### config.mk
export PLATFORM = sky130hd
export DESIGN_NAME = logic_unit_driver
export DESIGN_NICKNAME = d
export VERILOG_FILES = /design/src/rtl/logic_unit_driver.sv
export SDC_FILE = /design/constraint.sdc
export NUM_CORES = 1
export LEC_CHECK = 0
export ABC_CLOCK_PERIOD_IN_PS = 5650
export BUFFER_PORTS_ARGS = -buffer_cell sky130_fd_sc_hd__buf_4
export CAP_MARGIN = 0
export CELL_PAD_IN_SITES_DETAIL_PLACEMENT = 0
export CELL_PAD_IN_SITES_GLOBAL_PLACEMENT = 1
export CORE_UTILIZATION = 51
export CTS_CLUSTER_DIAMETER = 100
export DETAILED_ROUTE_END_ITERATION = 12
export GPL_TIMING_DRIVEN = 0
export PLACE_DENSITY_LB_ADDON = 0.1
export SLEW_MARGIN = 40
export SYNTH_ARGS = -nofsm -noshare
export SYNTH_HDL_FRONTEND = slang
export SYNTH_SLANG_ARGS = --single-unit
export TNS_END_PERCENT = 1
### constraint.sdc
create_clock -name clk -period 5.65 [get_ports clk]
set_clock_uncertainty 0.1 [all_clocks]
set_input_delay 0.2825 -clock clk [delete_from_list [all_inputs] [get_ports clk]]
set_output_delay 0.2825 -clock clk [all_outputs]
set_load 0.01 [all_outputs]
### src/rtl/logic_unit_driver.sv
// Request driver for a four-phase logic unit: buffers request vectors in a FIFO, issues one at a
// time, waits for the done low/high cycle and returns the result bit. Optional watchdog: LOGIC_UNIT_DRIVER_TIMEOUT_EN.
module logic_unit_driver #(
   parameter int WIDTH      = 64,
   parameter int DEPTH      = 4,
   parameter int TMO_CYCLES = 255
) (
   input  logic             clk,
   input  logic             rst,
   input  logic [WIDTH-1:0] in_vec,
   input  logic             in_valid,
   output logic             in_ready,
   output logic [WIDTH-1:0] lu_req_vec,
   output logic             lu_valid,
   input  logic             lu_out,
   input  logic             lu_done,
   output logic             res_data,
   output logic             res_timeout,
   output logic             res_valid,
   input  logic             res_ready,
   output logic             busy,
   output logic [2:0]       state_dbg
);

   // Handshakes: a transfer happens on a rising edge where valid and ready are both high;
   // valid is held with stable data until that edge, and ready never depends on valid.

   localparam int AW = $clog2(DEPTH);

   typedef enum logic [2:0] {
      IDLE    = 3'd0,
      ISSUE   = 3'd1,
      WAIT_LO = 3'd2,
      WAIT_HI = 3'd3,
      RESP    = 3'd4
   } state_t;

   state_t state, state_n;

   logic [WIDTH-1:0] mem [DEPTH];
   logic [AW:0]      wr_ptr, rd_ptr;
   logic             empty, full, push, pop;
   logic             capture, tmo_fire, tmo_hit;

   // Extra pointer bit distinguishes full from empty when the indices match.
   assign empty = (wr_ptr == rd_ptr);
   assign full  = (wr_ptr[AW] != rd_ptr[AW]) && (wr_ptr[AW-1:0] == rd_ptr[AW-1:0]);
   assign push  = in_valid && !full;
   assign pop   = (state == IDLE) && !empty && lu_done;

   assign in_ready  = !full;
   assign busy      = (state != IDLE) || !empty;
   assign state_dbg = state;

   always_ff @(posedge clk) begin
      if (push) mem[wr_ptr[AW-1:0]] <= in_vec;
   end

   always_ff @(posedge clk or posedge rst) begin
      if (rst) begin
         wr_ptr <= '0;
         rd_ptr <= '0;
      end else begin
         if (push) wr_ptr <= wr_ptr + 1'b1;
         if (pop)  rd_ptr <= rd_ptr + 1'b1;
      end
   end

`ifdef LOGIC_UNIT_DRIVER_TIMEOUT_EN
   localparam int WDW = ($clog2(TMO_CYCLES + 1) > 8) ? $clog2(TMO_CYCLES + 1) : 8;
   localparam logic [WDW-1:0] WD_LIM = WDW'(TMO_CYCLES - 1);

   logic [WDW-1:0] wd_cnt;

   // Counts cycles elapsed since the issue strobe; zero outside ISSUE and the wait states.
   always_ff @(posedge clk or posedge rst) begin
      if (rst) begin
         wd_cnt <= '0;
      end else if (state == ISSUE || state == WAIT_LO || state == WAIT_HI) begin
         wd_cnt <= wd_cnt + 1'b1;
      end else begin
         wd_cnt <= '0;
      end
   end

   assign tmo_hit = (state == WAIT_LO || state == WAIT_HI) && (wd_cnt >= WD_LIM);
`else
   assign tmo_hit = 1'b0;
`endif

   always_comb begin
      state_n  = state;
      capture  = 1'b0;
      tmo_fire = 1'b0;
      case (state)
         IDLE: begin
            if (pop) state_n = ISSUE;
         end
         ISSUE: begin
            state_n = WAIT_LO;
         end
         WAIT_LO: begin
            if (tmo_hit) begin
               state_n  = RESP;
               tmo_fire = 1'b1;
            end else if (!lu_done) begin
               state_n = WAIT_HI;
            end
         end
         WAIT_HI: begin
            // A done seen in the same cycle as the timeout takes priority.
            if (lu_done) begin
               state_n = RESP;
               capture = 1'b1;
            end else if (tmo_hit) begin
               state_n  = RESP;
               tmo_fire = 1'b1;
            end
         end
         RESP: begin
            if (res_ready) state_n = IDLE;
         end
         default: state_n = IDLE;
      endcase
   end

   logic res_tmo_q;

   always_ff @(posedge clk or posedge rst) begin
      if (rst) begin
         state      <= IDLE;
         lu_valid   <= 1'b0;
         lu_req_vec <= '0;
         res_valid  <= 1'b0;
         res_data   <= 1'b0;
         res_tmo_q  <= 1'b0;
      end else begin
         state    <= state_n;
         lu_valid <= pop;
         if (pop) lu_req_vec <= mem[rd_ptr[AW-1:0]];
         if (capture) begin
            res_valid <= 1'b1;
            res_data  <= lu_out;
            res_tmo_q <= 1'b0;
         end else if (tmo_fire) begin
            res_valid <= 1'b1;
            res_data  <= 1'b0;
            res_tmo_q <= 1'b1;
         end else if (state == RESP && res_ready) begin
            res_valid <= 1'b0;
         end
      end
   end

`ifdef LOGIC_UNIT_DRIVER_TIMEOUT_EN
   assign res_timeout = res_tmo_q;
`else
   assign res_timeout = 1'b0;
   logic unused_tmo;
   assign unused_tmo = res_tmo_q;
`endif

endmodule
==> metrics.txt, run 1 <==
outcome finished clean; unrepaired setup endpoints after global routing no; leftover overflow at the end of global routing 0; worst skew pair latency 0.50 ns; list of most frequent post-synthesis cells edfxtp_1 (256), dfrtp_1 (76), mux4_2 (64); clock-pin slew of the registers on the worst-case setup and hold paths 0.06 ns; Synth Register Bits 332; fill count 1616; # H-tree levels 2; IR Drop Worst-Case VDD 376 uV; number of setup buffers added after CTS 0; number of enable-type register cells in the synthesized netlist 256; Synthesis Warnings 0; hold_ws 0.163 ns; number of detailed-routing iterations run before antenna repair 4; post-route DRC violation count 0; sequential element share of the synthesized area 0.781; Post-DP Area 14000 um^2; Setup CP Type flip-flop to flip-flop; number of hold violations in the final report 0; post-cts gate resize count 0; final instance area 15800 um^2; number of nets in the layout 865; residual antenna-violating net count after detailed routing 0; final count of negative-setup-slack endpoints 0; placeable core region 23500 um^2; number of antenna violations at the first check in global routing 0; clock tree root buffer cell clkbuf_16; antenna cell count 0; proportion of register bits with asynchronous set or reset after synthesis 0.229; number of nets produced by synthesis 607; Placed Cells 1005; number of sinks driven by the clock tree 332; prevailing post-synth register cell edfxtp_1; final worst path period share 0.441; Period minus WS final 2.49 ns; synthesized area per cell 23.1 um^2; layout cells sized above 1 0.406; largest net degree at the start of global routing 40; fraction of post-synthesis cell area in the top cell type by area 0.626; CTS hold repair buffers 68; highest fanout seen on the critical path 10; detail-routed via count per cell 5.29; synthesized area 12300 um^2; total routing usage reported by global routing 0.200; headroom to the max-slew limit 0.531; Area Overhead vs Synth 29.1%; dpl hpwl 14000 um; via count of the first global-routing pass 6689; P per Cell Area 535 nW/um^2; Setup WS pre-CTS 3.11 ns; slew of the pin with the lowest slew margin 0.703 ns; number of max-capacitance violations reported 0; worst hold path class input pin to flip-flop; Total Power 8.47 mW; final count of pins violating max slew 0; Setup Total Neg Slack 0 ns; top cell type by total area after synthesis edfxtp_1; initial core utilization 0.521; drt first-iter violations 275; I/O pins 143; peak clock frequency supported by timing 401 MHz; leading cell type by number of instances after synthesis edfxtp_1; Final Instance Count excl. Fillers 1135; Die ar. 24700 um^2; number of buffers on the longest clock path 3; wire length reported by the detailed router 23100 um; gp weighted congestion 0.715; clock tree from TritonCTS built; DIE HEIGHT 157 um; Worst Setup End Kind flip-flop; Die Width 157 um; Port Buffers 141; utilization of the core after routing 0.673; gate count of the mapped netlist 532; CTS Buf Count 34; element type at the critical path start flip-flop; number of distinct standard cells referenced by the synthesized netlist 31; routed wirelength normalized by instance count 20.4 um; wire length of the first global-routing pass 36400 um; Placement Rows 56; routed vias 6005; Data arrival, critical path 2.77 ns; static leakage 5.80 nW; cell types with the largest area share after synthesis edfxtp_1 (63%), dfrtp_1 (15%), mux4_2 (12%); endpoint required time on the critical path 5.92 ns; worst setup margin 3.16 ns
## logic make-up after synthesis
family,synth area share
compound gates,0.00632
xor+xnor,0.00714
fa+ha+maj,0.00510
buf+inv,0.0129
flops,0.781
mux,0.179
other cells,0.000306
simple gates,0.00775
## final timing paths
check	end	slack (ns)	cells after the start	from
worst min register to register	lu_req_vec[42]$_DFFE_PP0P_	0.38	1	lu_req_vec[42]$_DFFE_PP0P_
worst min-delay path	wr_ptr[0]$_DFFE_PP0P_	0.16	3	in_valid
worst max-delay path	lu_req_vec[40]$_DFFE_PP0P_	3.16	4	rd_ptr[1]$_DFFE_PP0P_
worst max register to register	lu_req_vec[40]$_DFFE_PP0P_	3.16	4	rd_ptr[1]$_DFFE_PP0P_
min in group asynchronous	lu_req_vec[50]$_DFFE_PP0P_	0.24	3	rst
max in group asynchronous	lu_req_vec[7]$_DFFE_PP0P_	4.60	4	rst
## layer usage
metal | up-vias | track usage | wire length, um
met3 | 30 | 0.0380 | 984
met2 | 147 | 0.343 | 12000
li1 | 2682 | - | -
met5 | - | 0 | 0
met4 | 0 | 0.0610 | 379
met1 | 3146 | 0.261 | 9800
## area by class of cell
type	instances	area [um^2]	area share
Sequential cell	332	9590	0.606
Multi-Input combinational cell	172	2540	0.161
Timing Repair Buffer	222	1990	0.126
Clock buffer	49	1010	0.0638
Tap cell	319	399	0.0252
Buffer	23	141	0.00893
Clock inverter	13	136	0.00861
Inverter	5	23.8	0.00150
## power by group
group	internal, mW	switching (mW)	total (mW)
combinational	1.34	1.22	2.56
sequential	3.39	0.266	3.65
clock	1.38	0.868	2.25
## cell usage in the layout, fill, tap and decap left out, types with 6 or more instances in the layout
master / n
buf_12: 6
clkinv_2: 7
mux4_2: 64
xor2_1: 6
dlygate4sd3_1: 68
clkbuf_1: 15
buf_4: 145
buf_2: 7
mux2_2: 39
clkbuf_16: 37
edfxtp_1: 256
dfrtp_1: 76
mux2_1: 28
## worst max-delay path: stages (launching register included)
cell,delay [ns]
dfrtp_1,0.45
clkbuf_1,0.53
clkbuf_1,0.58
mux4_2,0.42
mux2_1,0.31
## flip-flops by register name (all words and copies together) (netlist names)
name        flops
lu_req_vec     64
mem           256
res_data        1
wr_ptr          3
res_valid       1
lu_valid        1
state_dbg       3
rd_ptr          3
(Power assumes the default switching activity.)
==> inputs of run 2 (changes only) <==
--- a/config.mk
+++ b/config.mk
@@ -5,7 +5,7 @@
 export SDC_FILE = /design/constraint.sdc
 export NUM_CORES = 1
 export LEC_CHECK = 0
-export ABC_CLOCK_PERIOD_IN_PS = 5650
+export ABC_CLOCK_PERIOD_IN_PS = 2300
 export BUFFER_PORTS_ARGS = -buffer_cell sky130_fd_sc_hd__buf_4
 export CAP_MARGIN = 0
 export CELL_PAD_IN_SITES_DETAIL_PLACEMENT = 0
==> constraint.sdc (replaced) <==
create_clock -name clk -period 2.3 [get_ports clk]
set_clock_uncertainty 0.1 [all_clocks]
set_input_delay 0.115 -clock clk [delete_from_list [all_inputs] [get_ports clk]]
set_output_delay 0.115 -clock clk [all_outputs]
set_load 0.01 [all_outputs]
==> metrics.txt, run 2 (synthesis results as in run 1) <==
outcome finished clean; dpl hpwl 13800 um (-1.7%); number of hold violations in the final report 0 (unchanged); commonest cells after routing, fill and taps aside edfxtp_1 (256), buf_4 (147), dfrtp_1 (72), dlygate4sd3_1 (69), mux4_2 (64); routed vias 5987 (-0.30%); headroom to the max-slew limit 0.577 (+0.0452); placeable core region 23500 um^2 (unchanged); number of buffer and inverter stages on the critical path 2 (unchanged); P per Cell Area 1320 nW/um^2 (+150%); number of max-capacitance violations reported 0 (unchanged); leftover overflow at the end of global routing 0 (unchanged); Data arrival, critical path 2.50 ns (-0.27 ns); most frequent standard cell in the layout excluding fill and tap cells edfxtp_1; end of the worst register-to-register path lu_req_vec[59]$_DFFE_PP0P_; Largest register FFs 256 (unchanged); Die Width 157 um (unchanged); Placement Rows 56 (unchanged); post-route DRC violation count 0 (unchanged); static leakage 5.84 nW (+0.66%); utilization of the core after routing 0.676 (+0.00372); number of detailed-routing iterations run before antenna repair 4 (unchanged); Worst Setup End Kind flip-flop; largest net degree at the start of global routing 47 (+18%); layout cells sized above 1 0.416 (+0.0104); clock tree from TritonCTS built; routed wirelength normalized by instance count 20.0 um (-1.7%); Area Overhead vs Synth 29.8%; number of buffers on the longest clock path 3 (unchanged); number of sinks driven by the clock tree 332 (unchanged); logic depth of the worst register-to-register path 5 (+1); number of nets in the layout 869 (+0.46%); via count of the first global-routing pass 6648 (-0.61%); worst reg2reg startpoint state_dbg[0]$_DFFE_PP0P_; number of antenna violations at the first check in global routing 0 (unchanged); clock tree root buffer cell clkbuf_16; Port Buffers 141 (unchanged); worst hold path class input pin to asynchronous set/reset pin; DIE HEIGHT 157 um (unchanged); IR Drop Worst-Case VDD 1060 uV (+180%); CTS Buf Count 36 (+5.9%); total routing usage reported by global routing 0.198 (-0.00251); cell type group with the largest total delay on the critical path simple AND/OR/NAND/NOR gates; Period minus WS final 2.22 ns (-0.272 ns); gp weighted congestion 0.724 (+1.3%); endpoint required time on the critical path 2.57 ns (-3.35 ns); initial core utilization 0.521 (unchanged); hold_ws 0.0747 ns (-0.0879 ns); cell type of the slowest stage on the worst timing path or4b_4; residual antenna-violating net count after detailed routing 0 (unchanged); drt first-iter violations 305 (+11%); element type at the critical path start flip-flop; wire length of the first global-routing pass 36000 um (-1.1%); # H-tree levels 2 (unchanged); critical path cell sequence or4b_4, a31oi_4, buf_12, buf_6, mux2_1; final count of pins violating max slew 0 (unchanged); unrepaired setup endpoints after global routing yes; wire length reported by the detailed router 22900 um (-1.2%); worst skew pair latency 0.50 ns (about the same); Die ar. 24700 um^2 (unchanged); slew of the pin with the lowest slew margin 0.635 ns (-0.0678 ns); final count of negative-setup-slack endpoints 0 (unchanged); detail-routed via count per cell 5.25 (-0.82%); highest fanout seen on the critical path 10 (unchanged); antenna cell count 0 (unchanged); clock-pin slew of the registers on the worst-case setup and hold paths 0.06 ns (about the same); register-to-register setup slack 0.08 ns (-3.08 ns); final worst path period share 0.966 (+0.525); peak clock frequency supported by timing 450 MHz (+12%); Setup CP Type flip-flop to flip-flop; CP max stage delay 0.58 ns (about the same); I/O pins 143 (unchanged)
run 2: changes by cell type in the layout (fill, tap and decap cells not counted), moves of 2 or more:
cell,before,now
xnor2_2,0,2
clkbuf_2,1,7
buf_8,5,3
clkbuf_8,4,1
dfrtp_1,76,72
xnor2_1,4,2
clkinv_2,7,3
buf_4,145,147
buf_12,6,10
dfrtp_2,0,4
inv_6,1,3
run 2: what timing repair did:
item                                    4_1_cts  5_1_grt
endpoints found under the setup margin      214      205
pin swaps                                     0        1
buffers inserted                              0        2
gates resized for setup                       9       12
hold buffers                                 69        0
endpoints found under the hold margin       338        0
run 2: metal layers:
metal / vias to the layer above / wire length, um / track usage
met5: - / 0 / 0
met4: 0 / 272 / 0.0504
met3: 23 / 1020 / 0.0405
met2: 125 / 11800 / 0.338
met1: 3151 / 9720 / 0.261
li1: 2688 / - / -
run 2: report_power, final:
part	internal [mW]	total (mW)	switching, mW
sequential	8.33	9.00	0.668
combinational	3.37	6.35	2.98
clock	3.46	5.62	2.15
total	15.2	21.0	5.80
run 2: cell type report:
class	count	area (um^2)
buffer	23	173
multi-input combinational	172	2570
clock inverter	13	173
sequential	332	9590
clock buffer	53	996
inverter	5	23.8
timing repair buffer	224	2000
fill	1595	7620
tap	319	399
run 2: tightest hold or removal path: cells and delay by family:
kind / cells / cell delay (ns)
buf+inv: 3 / 0.96
run 2: through the flow:
stage	worst slack, ns	cells	area, um^2	total power, mW	setup TNS [ns]
after detailed placement	-0.252	1004	14000	15.4	-24.47
after global placement	-1.48	992	13700	15.0	-408.49
final	0.0772	1141	15900	21.0	0
after floorplan	-0.187	532	12300	12.8	-44.42
after CTS	0.00899	1139	15900	21.2	0
after global routing	-0.0193	1141	15900	22.1	-0.362
run 2: worst max-delay path by stage:
stage / endpoint / cells past startpoint / slack [ns] / from
after global placement: lu_req_vec[9]$_DFFE_PP0P_ / 2 / -1.48 / rst
final: lu_req_vec[59]$_DFFE_PP0P_ / 5 / 0.08 / state_dbg[0]$_DFFE_PP0P_
after detailed placement: lu_req_vec[50]$_DFFE_PP0P_ / 4 / -0.25 / rd_ptr[1]$_DFFE_PP0P_
after CTS: mem[3][8]$_DFFE_PP_ / 5 / 0.009 / wr_ptr[1]$_DFFE_PP0P_
after global routing: mem[2][58]$_DFFE_PP_ / 6 / -0.02 / rd_ptr[0]$_DFFE_PP0P_
after floorplan: mem[0][0]$_DFFE_PP_ / 5 / -0.19 / rd_ptr[0]$_DFFE_PP0P_
==> inputs of run 3 (changes only) <==
==> constraint.sdc (replaced) <==
create_clock -name clk -period 2.3 [get_ports clk]
set_clock_uncertainty 0.1 [all_clocks]
set_input_delay 0.23 -clock clk [delete_from_list [all_inputs] [get_ports clk]]
set_output_delay 0.23 -clock clk [all_outputs]
set_load 0.01 [all_outputs]
==> metrics.txt, run 3 (synthesis results as in run 1) <==
outcome finished clean; gp weighted congestion 0.724 (unchanged); drt first-iter violations 308 (+0.98%); element type at the critical path start flip-flop; wire length of the first global-routing pass 36000 um (-0.17%); highest fanout seen on the critical path 10 (unchanged); Data arrival, critical path 2.50 ns (about the same); clock tree root buffer cell clkbuf_16; layout cells sized above 1 0.417 (+0.000507); final count of pins violating max slew 0 (unchanged); worst hold path class input pin to flip-flop; number of detailed-routing iterations run before antenna repair 4 (unchanged); final count of negative-setup-slack endpoints 0 (unchanged); unrepaired setup endpoints after global routing yes; worst skew pair latency 0.50 ns (about the same); most frequent standard cell in the layout excluding fill and tap cells edfxtp_1; DIE HEIGHT 157 um (unchanged); # H-tree levels 2 (unchanged); residual antenna-violating net count after detailed routing 0 (unchanged); Placement Rows 56 (unchanged); total routing usage reported by global routing 0.197 (-0.000261); met2 Usage GRT 0.337 (-0.000847); Period minus WS final 2.23 ns (+0.00625 ns); number of buffers on the longest clock path 3 (unchanged); worst setup margin 0.0710 ns (-0.00625 ns); final instance area 15900 um^2 (about the same); Largest register FFs 256 (unchanged); Placed Cells 1004 (unchanged); commonest cells after routing, fill and taps aside edfxtp_1 (256), buf_4 (147), dfrtp_1 (72), dlygate4sd3_1 (68), mux4_2 (64); headroom to the max-slew limit 0.572 (-0.00470); Die Width 157 um (unchanged); I/O pins 143 (unchanged); clock-pin slew of the registers on the worst-case setup and hold paths 0.05 ns (about the same); routed wirelength normalized by instance count 20.0 um (-0.13%); Setup CP Type flip-flop to flip-flop; global routing met1 resource utilization 0.260 (about the same); antenna cell count 0 (unchanged); Die ar. 24700 um^2 (unchanged); Setup WS pre-CTS -0.252 ns (unchanged); number of antenna violations at the first check in global routing 0 (unchanged); CTS Buf Count 36 (unchanged); Worst Setup End Kind flip-flop; post-route DRC violation count 0 (unchanged); clock tree from TritonCTS built; largest net degree at the start of global routing 47 (unchanged); number of hold violations in the final report 0 (unchanged); most used routing layer met2; IR Drop Worst-Case VDD 1060 uV (-0.10%); dpl hpwl 13800 um (unchanged); Post-DP Area 14000 um^2 (unchanged); hold_ws 0.101 ns (+0.0268 ns); Final Instance Count excl. Fillers 1140 (-0.088%); endpoint required time on the critical path 2.57 ns (about the same); leftover overflow at the end of global routing 0 (unchanged); final worst path period share 0.969 (+0.00272); global routing met3 resource utilization 0.0407 (+0.000275); via count of the first global-routing pass 6638 (-0.15%); number of max-capacitance violations reported 0 (unchanged); P per Cell Area 1320 nW/um^2 (about the same); peak clock frequency supported by timing 449 MHz (-0.28%); placeable core region 23500 um^2 (unchanged); wire length reported by the detailed router 22800 um (-0.22%); slew of the pin with the lowest slew margin 0.642 ns (+0.00704 ns); detail-routed via count per cell 5.25 (about the same); Area Overhead vs Synth 29.7% (about the same); Port Buffers 141 (unchanged); number of sinks driven by the clock tree 332 (unchanged); number of nets in the layout 868 (-0.12%); routed vias 5982 (-0.084%); initial core utilization 0.521 (unchanged); static leakage 5.83 nW (about the same)
## run 3: worst max-delay path, stage by stage, from the launching register on
cell     delay (ns)
dfrtp_2        0.45
or4b_4         0.58
a31oi_4        0.28
buf_12         0.19
buf_6          0.17
mux2_1         0.33
## run 3: path summary, 6_finish.rpt
kind	slack, ns	cells past startpoint	startpoint	to
worst max-delay path	0.07	5	state_dbg[0]$_DFFE_PP0P_	lu_req_vec[59]$_DFFE_PP0P_
worst min-delay path	0.10	3	in_valid	wr_ptr[0]$_DFFE_PP0P_
worst max register to register	0.07	5	state_dbg[0]$_DFFE_PP0P_	lu_req_vec[59]$_DFFE_PP0P_
worst min register to register	0.38	1	lu_req_vec[34]$_DFFE_PP0P_	lu_req_vec[34]$_DFFE_PP0P_
max in group asynchronous	1.30	4	rst	wr_ptr[0]$_DFFE_PP0P_
min in group asynchronous	0.19	3	rst	lu_req_vec[41]$_DFFE_PP0P_
## run 3: cell type report
| class | instances | area (um^2) |
|---|---|---|
| Buffer | 23 | 173 |
| Clock buffer | 53 | 996 |
| Clock inverter | 13 | 173 |
| Fill cell | 1596 | 7630 |
| Inverter | 5 | 23.8 |
| Multi-Input combinational cell | 172 | 2570 |
| Sequential cell | 332 | 9590 |
| Tap cell | 319 | 399 |
| Timing Repair Buffer | 223 | 1990 |
## run 3: per-layer routing
metal / routed length (um) / vias up
met5: 0 / -
met4: 305 / 0
met3: 1090 / 27
met2: 11800 / 130
met1: 9640 / 3138
li1: - / 2687
## run 3: report_power, final
group | internal [mW] | leakage [nW] | switching (mW)
logic | 3.37 | 2.02 | 2.98
registers | 8.33 | 3.25 | 0.669
clock network | 3.46 | 0.567 | 2.15
## run 3: metrics by stage
stage / utilization / power (mW) / setup TNS [ns]
finish: 0.676 / 21.0 / 0
global route: 0.676 / 22.1 / -0.362
CTS: 0.673 / 21.2 / 0
detailed placement: 0.594 / 15.4 / -24.47
global placement: 0.584 / 15.0 / -417.23
floorplan: - / 12.8 / -44.42
## run 3: repair_timing
action | 4_1_cts | 5_1_grt
hold buffers | 68 | 0
hold endpoints to repair | 308 | 0
setup buffers | 0 | 2
resized for setup | 9 | 12
pin swaps | 0 | 1
setup endpoints to repair | 214 | 205
